## src/rtl/router_pkg.sv

```systemverilog
// Shared router definitions: default byte width, header field positions
// and the destination port address type.
package router_pkg;

  localparam int ROUTER_DATA_WIDTH = 8;

  // Header byte layout: {length[5:0], port_addr[1:0]}
  localparam int ADDR_LSB  = 0;
  localparam int ADDR_MSB  = 1;
  localparam int LEN_LSB   = 2;
  localparam int LEN_MSB   = 7;
  localparam int LEN_WIDTH = LEN_MSB - LEN_LSB + 1;

  typedef logic [ADDR_MSB-ADDR_LSB:0] port_addr_t;

endpackage

```

## src/rtl/router_parity_acc.sv

```systemverilog
// Running XOR parity over the header and payload bytes of one packet.
module router_parity_acc
  import router_pkg::*;
#(
  parameter int DATA_WIDTH = ROUTER_DATA_WIDTH
) (
  input  logic                  clock,
  input  logic                  reset,
  input  logic                  clear,
  input  logic                  load,
  input  logic [DATA_WIDTH-1:0] load_value,
  input  logic                  xor_en,
  input  logic [DATA_WIDTH-1:0] xor_value,
  output logic [DATA_WIDTH-1:0] parity
);

  always_ff @(posedge clock or posedge reset) begin
    if (reset)       parity <= '0;
    else if (clear)  parity <= '0;
    else if (load)   parity <= load_value;
    else if (xor_en) parity <= parity ^ xor_value;
  end

endmodule

```

## src/rtl/router_reg.sv

```systemverilog
// Router datapath register: header/full-byte holding, FIFO write data and parity status.
// Optional packet length check (len_err) is enabled by defining ROUTER_REG_LEN_CHECK_EN.
module router_reg
  import router_pkg::*;
#(
  parameter int DATA_WIDTH = ROUTER_DATA_WIDTH
) (
  input  logic                  clock,
  input  logic                  reset,
  input  logic                  pkt_valid,
  input  logic [DATA_WIDTH-1:0] data_in,
  input  logic                  fifo_full,
  input  logic                  detect_add,
  input  logic                  lfd_state,
  input  logic                  ld_state,
  input  logic                  full_state,
  input  logic                  laf_state,
  input  logic                  rst_int_reg,
  output logic [DATA_WIDTH-1:0] dout,
  output logic                  parity_done,
  output logic                  low_pkt_valid,
  output logic                  err
`ifdef ROUTER_REG_LEN_CHECK_EN
  ,
  output logic                  len_err
`endif
);

  logic [DATA_WIDTH-1:0] header_byte;
  logic [DATA_WIDTH-1:0] full_byte;
  logic [DATA_WIDTH-1:0] pkt_parity;
  logic [DATA_WIDTH-1:0] int_parity;

  // Resolve illegal multi-hot state inputs: detect_add > lfd > ld > laf.
  logic do_lfd, do_ld, do_laf;
  assign do_lfd = lfd_state & ~detect_add;
  assign do_ld  = ld_state  & ~detect_add & ~lfd_state;
  assign do_laf = laf_state & ~detect_add & ~lfd_state & ~ld_state;

  logic payload_acc, parity_accept, late_parity, parity_done_set;
  assign payload_acc     = do_ld & pkt_valid & ~full_state;
  assign parity_accept   = do_ld & ~pkt_valid & ~fifo_full;
  assign late_parity     = do_laf & low_pkt_valid & ~parity_done;
  assign parity_done_set = parity_accept | late_parity;

  always_ff @(posedge clock or posedge reset) begin
    if (reset)                         header_byte <= '0;
    else if (detect_add && pkt_valid)  header_byte <= data_in;
  end

  // A byte arriving while the FIFO is full is parked and replayed in laf_state.
  always_ff @(posedge clock or posedge reset) begin
    if (reset) begin
      dout      <= '0;
      full_byte <= '0;
    end else if (detect_add) begin
      dout <= dout;
    end else if (do_lfd) begin
      dout <= header_byte;
    end else if (do_ld) begin
      if (fifo_full) full_byte <= data_in;
      else           dout      <= data_in;
    end else if (do_laf) begin
      dout <= full_byte;
    end
  end

  router_parity_acc #(
    .DATA_WIDTH(DATA_WIDTH)
  ) u_parity_acc (
    .clock     (clock),
    .reset     (reset),
    .clear     (detect_add),
    .load      (do_lfd),
    .load_value(header_byte),
    .xor_en    (payload_acc),
    .xor_value (data_in),
    .parity    (int_parity)
  );

  always_ff @(posedge clock or posedge reset) begin
    if (reset)              pkt_parity <= '0;
    else if (parity_accept) pkt_parity <= data_in;
  end

  always_ff @(posedge clock or posedge reset) begin
    if (reset)                parity_done <= 1'b0;
    else if (detect_add)      parity_done <= 1'b0;
    else if (parity_done_set) parity_done <= 1'b1;
  end

  always_ff @(posedge clock or posedge reset) begin
    if (reset)                      low_pkt_valid <= 1'b0;
    else if (rst_int_reg)           low_pkt_valid <= 1'b0;
    else if (do_ld && !pkt_valid)   low_pkt_valid <= 1'b1;
  end

  // err trails parity_done by one cycle so both parity operands have settled.
  always_ff @(posedge clock or posedge reset) begin
    if (reset)            err <= 1'b0;
    else if (detect_add)  err <= 1'b0;
    else if (parity_done) err <= (int_parity != pkt_parity);
  end

`ifdef ROUTER_REG_LEN_CHECK_EN
  logic [LEN_WIDTH-1:0] payload_count;

  always_ff @(posedge clock or posedge reset) begin
    if (reset)            payload_count <= '0;
    else if (detect_add)  payload_count <= '0;
    else if (payload_acc) payload_count <= payload_count + 1'b1;
  end

  always_ff @(posedge clock or posedge reset) begin
    if (reset)                len_err <= 1'b0;
    else if (detect_add)      len_err <= 1'b0;
    else if (parity_done_set) len_err <= (payload_count != header_byte[LEN_MSB:LEN_LSB]);
  end
`endif

endmodule

```

## config.mk

```make
export PLATFORM = sky130hd
export DESIGN_NAME = router_reg
export DESIGN_NICKNAME = d
export VERILOG_FILES = /design/src/rtl/router_pkg.sv /design/src/rtl/router_parity_acc.sv /design/src/rtl/router_reg.sv
export SDC_FILE = /design/constraint.sdc
export NUM_CORES = 1
export LEC_CHECK = 0
export ABC_AREA = 0
export CAP_MARGIN = 5
export CORE_AREA = 2 2 65 92
export CTS_CLUSTER_DIAMETER = 30
export DETAILED_ROUTE_END_ITERATION = 10
export DIE_AREA = 0 0 67 94
export GPL_ROUTABILITY_DRIVEN = 0
export HOLD_SLACK_MARGIN = 0.06
export PLACE_DENSITY = 0.71
export SYNTH_ARGS = -nofsm -noshare
export SYNTH_HDL_FRONTEND = slang
export SYNTH_SLANG_ARGS = --single-unit
```

## constraint.sdc

```tcl
create_clock -name clock -period 1.7 [get_ports clock]
set_input_delay 0.34 -clock clock [delete_from_list [all_inputs] [get_ports clock]]
set_output_delay 0.34 -clock clock [all_outputs]
set_load 0.03 [all_outputs]
```

Yosys cells after proc, flatten, opt, wreduce, memory -nomap -nowiden
Index checks and enable logic that the tools add are counted.

Output and inout port bits: 11. Bits of input ports: 18. Logic and storage cells: 55. Bits in registers: 43.

Reduce and logical (&&, ||, !) cells: 10. Bitwise logic cells: 22. Multiplexer cells: 13. Equal/unequal tests: 2.

Operators by type and width (count): $mux W8 (7); $and A1 B1 Y1 (12); $ne A8 B8 Y1 (1); $not A1 Y1 (8); $xor A8 B8 Y8 (1); $mux W1 (6); $reduce_bool A2 Y1 (3); $reduce_bool A3 Y1 (2); $reduce_and A4 Y1 (1); $ne A3 B3 Y1 const B (1); $reduce_and A3 Y1 (1); $logic_and A1 B1 Y1 (2); $logic_not A1 Y1 (1); $or A1 B1 Y1 (1).

Logic depth before layout (Yosys ltp)
Gate-level depths: netlist of the first run.

Word-level depth: 9. Depth in mapped cells: 5. Gate-level depth less buffers: 3.

By module
A second synthesis of the first run with hierarchy kept.

Cells, all modules: 174. Area total of the unflattened synthesis: 2180.8 µm².

By module, submodules not included: router_reg (area an instance 1666.6 µm², sequential area each 875.8 µm², cells each 130, instances 1); router_parity_acc (area an instance 514.2 µm², sequential area each 200.2 µm², cells each 44, instances 1).

Worst setup path after synthesis of the first run
Ideal clock, no wire load.

Path kind: input to register. From: input pkt_valid. To: register pkt_parity[0]. Required time: 1572 ps. Arrival time: 1340 ps. Path slack: 233 ps. Stages on the path: 5. Buffers on the path: 2. Setup time: 128 ps. Cell sequence: buf_2 -> nor4b_2 -> nor2b_1 -> buf_4 -> mux2_1.

Word-level cells in the longest chain between the ends: 3.

RTL lines: start, declared (RTL line router_reg.sv:10) `input logic pkt_valid,`; $not A1 Y1 (RTL line router_reg.sv:42) `assign parity_accept = do_ld & ~pkt_valid & ~fifo_full;`; $and A1 B1 Y1 (2 in series) (RTL line router_reg.sv:42); end signal, assigned (RTL line router_reg.sv:83) `else if (parity_accept) pkt_parity <= data_in;`; end, declared (RTL line router_reg.sv:31) `logic [DATA_WIDTH-1:0] pkt_parity;`.

Every way passes these cells. A chain may end at the register's enable or synchronous reset.

Worst setup path after layout of the first run
From: register dout[6]. To: output dout[6].

RTL lines: start, declared (RTL line router_reg.sv:19) `output logic [DATA_WIDTH-1:0] dout,`; start signal, assigned (RTL line router_reg.sv:57) `dout <= dout;`; start signal, assigned (RTL line router_reg.sv:59) `dout <= header_byte;`; start signal, assigned (RTL line router_reg.sv:62) `else dout <= data_in;`.

No word-level cell between the ends.

==> impl.org, run 1 <==
** CTS
- Clock Pin Slew Worst Setup and Hold Paths :: 0.08 ns
- TritonCTS created 5 clock buffers.
- CTS tree :: done
- Quantity of hold-fixing buffers added after cts :: 0
- The clock net in this run drives a total of 43 sinks.
- Worst-Skew Late Latency :: 0.29 ns
- The longest clock path from root to sink contains 2 buffers.
- In this run the clock root is driven by a sky130_fd_sc_hd__clkbuf_8.
- H-tree levels :: 2

** Logic synthesis
- Share of the yosys chip area belonging to registers :: about half
- Cell type contributing the most total cell area after synthesis :: sky130_fd_sc_hd__dfrtp_1
- Yosys cell types :: 30
- Yosys printed 0 warnings.
- Leading post-synthesis cells by cell area :: sky130_fd_sc_hd__dfrtp_1 51%, sky130_fd_sc_hd__mux2_2 12%, sky130_fd_sc_hd__xor2_1 6.2%
- Yosys mapped a number of flops with a built-in enable equal to 0.
- For this run, the leading register cell type out of synthesis is sky130_fd_sc_hd__dfrtp_1.
- Area of the mapped netlist :: 2122 um2
- The synthesized design contains 43 register bits.
- Async set-reset flop share out of synthesis :: 100.0%
- The number of nets handed over by synthesis was 194.
- Number of instances in the synthesized netlist :: between 150 and 200
- Share of the synthesized area in the top cell type :: 50.71%
- In this run the mean area of a mapped cell was between 10 and 15 um2.

** Die
- The die is about 94 um tall.
- After floorplanning, the core was sized to cover 5445 um2.
- Number of top-level design ports :: 29
- Initial Utilization :: 38.97%
- The floorplan step set the die width to 67 um.
- The die covers 6298 um2.
- Row generation in the floorplan step produced 32 rows.

** Placement
- Post-placement cell count :: roughly 280
- Detailed placement finished with a half-perimeter wire length of 3213 um.
- Number of buffers added on ports :: 28

** Drt
- Routed wire length :: approximately 4500 um
- Violation count after the first detailed-routing iteration :: 46
- Using the TritonRoute via totals, the vias-per-cell ratio works out to 5.082.
- After detailed routing, the average wire length per cell comes to 15.19 um.
- The first detailed-routing pass took 4 iterations.
- DR DRC count :: 0
- Summing over every cut layer, the via total after detailed routing is 1494.
- DRT antenna net count :: 0

** Timing
- Timing would allow up to 600.9 MHz.
- Counting I/O delays and the setup requirement, the final critical path takes 1.664 ns.
- Setup total negative slack :: 0 ns
- In this run the tightest slew margin relative to its limit is ~80%.
- Number of hold violations in the final report :: 0
- # setup viols final :: 0
- At the pin with the least slew margin, the transition time is 0.3304 ns.
- The number of pins with negative max-slew slack in the final report was 0.
- Crit share post-route :: 97.89%
- Clock Skews :: about 0.0047 ns

** Worst setup path
- On the critical path the largest part of the delay comes from buffers and inverters.
- On the worst path, the slowest cell contributes a delay of 0.67 ns.
- Category of the critical setup timing path :: reg -> out
- Of all nets on the critical path, the largest fanout is 2.
- STA classifies the critical path startpoint as a flop.
- The critical path goes through clkdlybuf4s50_1.
- Data arrival, critical path :: 1.32 ns
- Counting both buffers and inverters, the worst setup path holds a total of 1.
- The worst setup path is captured at a primary output.
- Among all stages on the critical path, the largest delay is contributed by sky130_fd_sc_hd__clkdlybuf4s50_1.
- Required time of the critical path :: between 1 and 1.5 ns

** Outcome
- The flow ran to the end, and the final reports show no timing, DRC or antenna violations.

** Cells and area
- Final design utilization :: 50.25%
- Highest-count cells in the layout ignoring fill and taps :: 43 x sky130_fd_sc_hd__dfrtp_1, 23 x sky130_fd_sc_hd__mux2_2, 22 x sky130_fd_sc_hd__clkdlybuf4s50_1, 19 x sky130_fd_sc_hd__buf_4, 15 x sky130_fd_sc_hd__xor2_1
- The repair_antennas step left the layout with diodes totalling 0.
- Area added between synthesis and finish :: 28.95%
- The library cell used most frequently in the layout, excluding fill and tap cells, is sky130_fd_sc_hd__dfrtp_1.
- Share of layout cells above drive strength 1 :: 23.89%
- Post-Layout Cell Count :: 294
- The net count of the finished layout is 243.

** Power and ir drop
- Total power density per cell area :: about 970 nW/um2
- IR analysis of the VDD net gives a maximum drop of 0.5035 mV.
- Pleak :: around 1.2 nW

** Run
- Max-cap violation count :: 0

** Global route
- Number of antenna violations at the first check in global routing :: 0
- Overall global routing resource usage :: between 10% and 20%
- For this run the aggregate overflow at the end of global routing stands at 0.
- The via count of the first global-routing pass was between 1500 and 2000.
- Global-route wire length before repair :: 7465 um
- Maximum number of pins on one net before global-route repair :: 44

** Min path
- The path class of the tightest hold or removal check is in -> async.
-- power by group --
group	switching, mW	leakage, nW	internal [mW]
clock network	0.334	0.0422	0.289
logic	0.342	0.675	0.367
registers	0.109	0.532	1.20
-- metrics by stage --
stage	power (mW)	worst slack (ns)	hold slack (ns)	area, um2
global placement	2.029	-0.2029	0.4773	2619
floorplan	1.764	0.2327	0.4064	2122
finish	2.645	0.03586	0.4038	2736
detailed placement	2.049	-0.2661	0.4850	2619
CTS	2.673	0.01640	0.4130	2698
global route	2.799	-0.007315	0.4418	2736
-- timing repair --
item / in CTS / in global routing
cloned: 0 / 1
buffers inserted: 0 / 1
setup endpoints to repair: 2 / 12
gates resized for setup: 2 / 8
pin swaps: 0 / 1
-- area by class of cell --
class	count	area (um2)
Clock inverter	1	5.005
Inverter	12	45.04
Timing Repair Buffer	50	475.5
Tap cell	68	85.08
Fill cell	522	2709
Sequential cell	43	1076
Multi-Input combinational cell	113	973.4
Clock buffer	7	76.32
-- worst paths after layout --
kind,from,cells after the start,slack [ns],end
min in group clock,header_byte[5],1,0.50,header_byte[5]
worst max register to register,u_parity_acc.parity[5],3,0.50,err
worst min register to register,header_byte[5],1,0.50,header_byte[5]
max in group asynchronous,reset,3,1.09,dout[2]
worst min-delay path,reset,3,0.40,header_byte[7]
worst max-delay path,dout[6],1,0.04,dout[6]
-- Yosys cell counts, types with 2 or more instances --
master and instances:
sky130_fd_sc_hd__dfrtp_1 43, sky130_fd_sc_hd__mux2_2 23, sky130_fd_sc_hd__xor2_1 15, sky130_fd_sc_hd__inv_1 11, sky130_fd_sc_hd__nand2_1 10, sky130_fd_sc_hd__nand2b_1 9
sky130_fd_sc_hd__a21oi_1 8, sky130_fd_sc_hd__mux2_1 8, sky130_fd_sc_hd__nand4b_1 8, sky130_fd_sc_hd__mux2i_1 7, sky130_fd_sc_hd__o221ai_1 7, sky130_fd_sc_hd__buf_2 4
sky130_fd_sc_hd__o21ai_0 3, sky130_fd_sc_hd__buf_4 2, sky130_fd_sc_hd__nor2_1 2, sky130_fd_sc_hd__nor3_1 2
-- layer usage --
metal | routed length (um) | up-vias | part of all wire [%] | track usage, %
li1 | - | 721 | - | -
met1 | 1941 | 744 | 43 | 19.98
met2 | 2322 | 24 | 52 | 27.06
met3 | 122 | 5 | 2.7 | 2.998
met4 | 80 | 0 | 1.8 | 6.122
met5 | 0 | - | 0 | 0
-- kinds of logic (layout without fill, tap and decap cells) --
| kind of cell | after synthesis | after routing | share of synthesized area [%] |
|---|---|---|---|
| xor gates and xnor gates | 16 | 16 | 6.604 |
| buffers and inverters | 20 | 70 | 4.186 |
| AOI/OAI and AO/OA | 23 | 23 | 8.078 |
| DFF | 43 | 43 | 50.71 |
| muxes | 38 | 38 | 19.75 |
| and+or+nand+nor | 36 | 36 | 10.67 |
-- sequential cells by signal (all words and copies together) (netlist names) --
signal and count:
pkt_parity 8, dout 8, parity_done 1, err 1, header_byte 8, u_parity_acc.parity 8
low_pkt_valid 1, full_byte 8
Power figures use the tool's default switching activity.
==> run 2: changes to the inputs <==
SLEW_MARGIN = 30   (was default)
clock period = 1.6 ns   (was 1.7 ns; I/O delays follow)
==> run 2 against run 1 <==
  * Setup slack improved by 0.099 ns
  * Sequential cell count did not move
  * First-iteration DRC count fell by 52%
  * Critical path type is now in -> reg
  * Largest cell class unchanged
==> impl.org, run 2 (synthesis gave the netlist of run 1 again) <==
** CTS
- Clock Pin Slew Worst Setup and Hold Paths :: 0.08 ns (about the same)
- The post-CTS repair timing setup buffer count is 0 (unchanged).
- Total clock buffers created by CTS :: 5 (unchanged)
- The number of H-tree levels came to 2 (unchanged).
- The buffer depth of the longest clock path is 2 (unchanged).
- The number of sinks driven by the clock tree came to 43 (unchanged).
- TritonCTS built the clock tree.
- Clock root buffer :: sky130_fd_sc_hd__clkbuf_8
- The clock latency on the worst-skew pair is 0.29 ns (about the same).

** Timing
- Number of hold violations in the final report :: 0 (unchanged)
- Relative max-transition margin :: 80.93% (+3.0 points)
- # setup viols final :: 0 (unchanged)
- Min cycle time layout :: about 1.5 ns
- The transition time of the tightest slew-check pin is 0.2834 ns (-0.04691 ns).
- Based on the critical path, the design can be clocked at up to 682.4 MHz.
- Count of pins over their slew limit :: 0 (unchanged)
- Crit share post-route :: 91.58%
- RSZ-0062 raised after global routing :: no
- Clock Skews :: 0.002582 ns (-0.002101 ns)

** Placement
- The count of input and output buffers was 28 (unchanged).
- The total cell area at the placement stage came to 2634 um2 (+0.57%).
- The number of instances in the placed design came to 286 (+0.70%).
- The half-perimeter wire length after detailed placement is 3190 um (-0.71%).

** Cells and area
- Leaving out fill and tap cells, the most frequent cell in the layout is sky130_fd_sc_hd__dfrtp_1.
- The area of combinational cells with multiple inputs was 973.4 um2 (unchanged).
- Highest-count cells in the layout ignoring fill and taps :: 43 x sky130_fd_sc_hd__dfrtp_1, 23 x sky130_fd_sc_hd__mux2_2, 20 x sky130_fd_sc_hd__buf_4, 15 x sky130_fd_sc_hd__xor2_1, 15 x sky130_fd_sc_hd__dlygate4sd2_1
- Final design utilization :: 50.25% (unchanged)
- The post-layout net count came to 244 (+0.41%).
- The number of filler cells placed in the layout was 536 (+2.7%).
- The sequential standard cell area is 1076 um2 (unchanged).
- The fraction of layout instances using a drive strength above 1 was 24.67% (+0.78 points).
- The layout-stage area growth over the synthesis result is 28.95% (unchanged).
- The final non-filler cell total was 295 (+0.34%).
- Number of diodes :: 0 (unchanged)
- Post-route design area :: 2736 um2 (unchanged)

** Worst setup path
- Ordered list of cells on the worst path :: clkdlybuf4s50_1, nor4bb_1, buf_4, mux2_2
- Logic depth of the worst register-to-register path :: 3 (unchanged)
- Worst r2r dst :: err
- The critical path starts at fifo_full.
- The slowest stage of the critical path belongs to the cell sky130_fd_sc_hd__clkdlybuf4s50_1.
- Startpoint kind of the worst setup timing path :: input pin
- The slack of the worst reg-to-reg path came to 0.43 ns (-0.07 ns).
- The endpoint arrival time on the critical path was 1.64 ns (+0.32 ns).
- Termination of the worst setup path :: full_byte[2]
- The critical path is of the in -> reg type.
- Crit-path max FO :: 9 (+7)
- The worst setup path is captured at a flop.
- Required time of the critical path :: 1.78 ns (+0.42 ns)
- Startpoint of the most critical register-to-register path :: u_parity_acc.parity[5]
- Stage delay of the slowest cell on the critical path :: 0.47 ns (-0.20 ns)

** Power and ir drop
- Pleak :: 1.246 nW (-0.24%)
- The maximum ir drop on the vdd rail is 0.5063 mV (+0.56%).
- The power per standard cell area was 1042 nW/um2 (+7.8%).
- The net switching power of the design was 824.6 uW (+5.1%).
- Clock power share :: 26.1% (+2.6 points)
- Net switching share of the total power :: 28.91% (-0.75 points)
- Power share of the combinational group :: 25.0% (-1.8 points)
- The sequential share of power came to 48.9% (-0.8 points).
- The internal portion of total power is 2.027 mW (+9.0%).

** Global route
- The number of antenna violations at the first check in global routing is 0 (unchanged).
- Maximum number of pins on one net before global-route repair :: 44 (unchanged)
- Overall global routing resource usage :: 15.74% (-0.31 points)
- Residual overflow from global routing :: 0 (unchanged)
- The via count of the first global-routing pass came to 1501 (-1.4%).
- The wire length of the first global-routing pass came to 7383 um (-1.1%).

** Die
- Area of the die :: 6298 um2 (unchanged)
- The floorplan row count came to 32 (unchanged).
- Area inside the core boundary :: 5445 um2 (unchanged)
- Die Width :: 67 um (unchanged)
- Number of top-level design ports :: 29 (unchanged)
- The initial core utilization came to 38.97% (unchanged).
- Die Span Y :: 94 um (unchanged)

** Outcome
- Status :: finished, final reports clean

** Drt
- Number of vias after detailed routing :: 1480 (-0.94%)
- The post-route DRC violation count is 0 (unchanged).
- The via count normalized by instance count came to 5.017 (-1.3%).
- The average routed wire per standard cell was 14.98 um (-1.4%).
- Violation count after the first detailed-routing iteration :: 22 (-52%)
- The post-detailed-route count of antenna-violating nets is 0 (unchanged).
- The number of iterations in the first detailed-routing pass was 4 (unchanged).
- Routed wire length :: 4418 um (-1.1%)

** Run
- The max-cap violation count is 0 (unchanged).

** Min path
- Hold Crit Class :: in -> async
run 2: cell types whose count changed in the layout (fill, tap and decap cells not counted):
cell	previous run	this run
sky130_fd_sc_hd__clkinv_2	1	0
sky130_fd_sc_hd__clkdlybuf4s50_1	22	13
sky130_fd_sc_hd__clkbuf_8	5	7
sky130_fd_sc_hd__dlygate4sd2_1	2	15
sky130_fd_sc_hd__clkbuf_1	2	1
sky130_fd_sc_hd__buf_4	19	20
sky130_fd_sc_hd__dlymetal6s2s_1	4	0
run 2: layout make-up:
cell class	count	area share [%]
inverters	12	1.646
clock buffers	8	3.658
repair buffers	51	16.69
flip-flops and latches	43	39.32
multi-input cells	113	35.57
well taps	68	3.109
run 2: per-stage QoR:
| step | setup TNS [ns] | total power [mW] | setup slack, ns | hold slack, ns |
|---|---|---|---|---|
| after global placement | -7.062 | 2.160 | -0.2827 | 0.4782 |
| after global routing | 0 | 3.006 | 0.04660 | 0.4176 |
| after CTS | 0 | 2.887 | 0.08520 | 0.3914 |
| after detailed placement | -7.861 | 2.180 | -0.3343 | 0.4836 |
| after floorplan | 0 | 1.874 | 0.1527 | 0.3864 |
| final | 0 | 2.852 | 0.1346 | 0.3780 |
run 2: critical path, delay by kind of cell:
| kind | cells | cell delay, ns |
|---|---|---|
| buf+inv | 2 | 0.70 |
| mux | 1 | 0.35 |
| simple gates | 1 | 0.27 |
run 2: what timing repair did:
| action | in CTS | in global routing |
|---|---|---|
| setup endpoints to repair | 19 | 1 |
| gates cloned | 1 | 0 |
| resized for setup | 18 | 1 |
| hold endpoints to repair | 0 | 0 |
| hold buffers | 0 | 0 |
run 2: per-layer routing:
layer / routed length, um / global-route usage [%] / vias to the layer above
met1: 1977 / 20.48 / 724
met3: 128 / 2.998 / 6
met2: 2220 / 25.66 / 26
li1: - / - / 724
met5: 0 / 0 / -
met4: 91 / 5.782 / 0
run 2: power by group through the flow:
stage / Sequential [mW] / Combinational (mW) / Clock (mW)
global route: 1.42 / 0.785 / 0.802
detailed placement: 1.42 / 0.762 / 0
floorplan: 1.51 / 0.369 / 0
global placement: 1.41 / 0.750 / 0
finish: 1.39 / 0.714 / 0.744
CTS: 1.40 / 0.727 / 0.763
run 2: worst min-delay path by stage:
stage / slack [ns] / endpoint / cells after the start
3_3_place_gp: 0.48 / header_byte[1] / 1
4_1_cts: 0.39 / full_byte[7] / 3
2_1_floorplan: 0.39 / low_pkt_valid / 1
6_report: 0.38 / pkt_parity[1] / 3
5_1_grt: 0.42 / pkt_parity[1] / 3
3_5_place_dp: 0.48 / header_byte[3] / 1
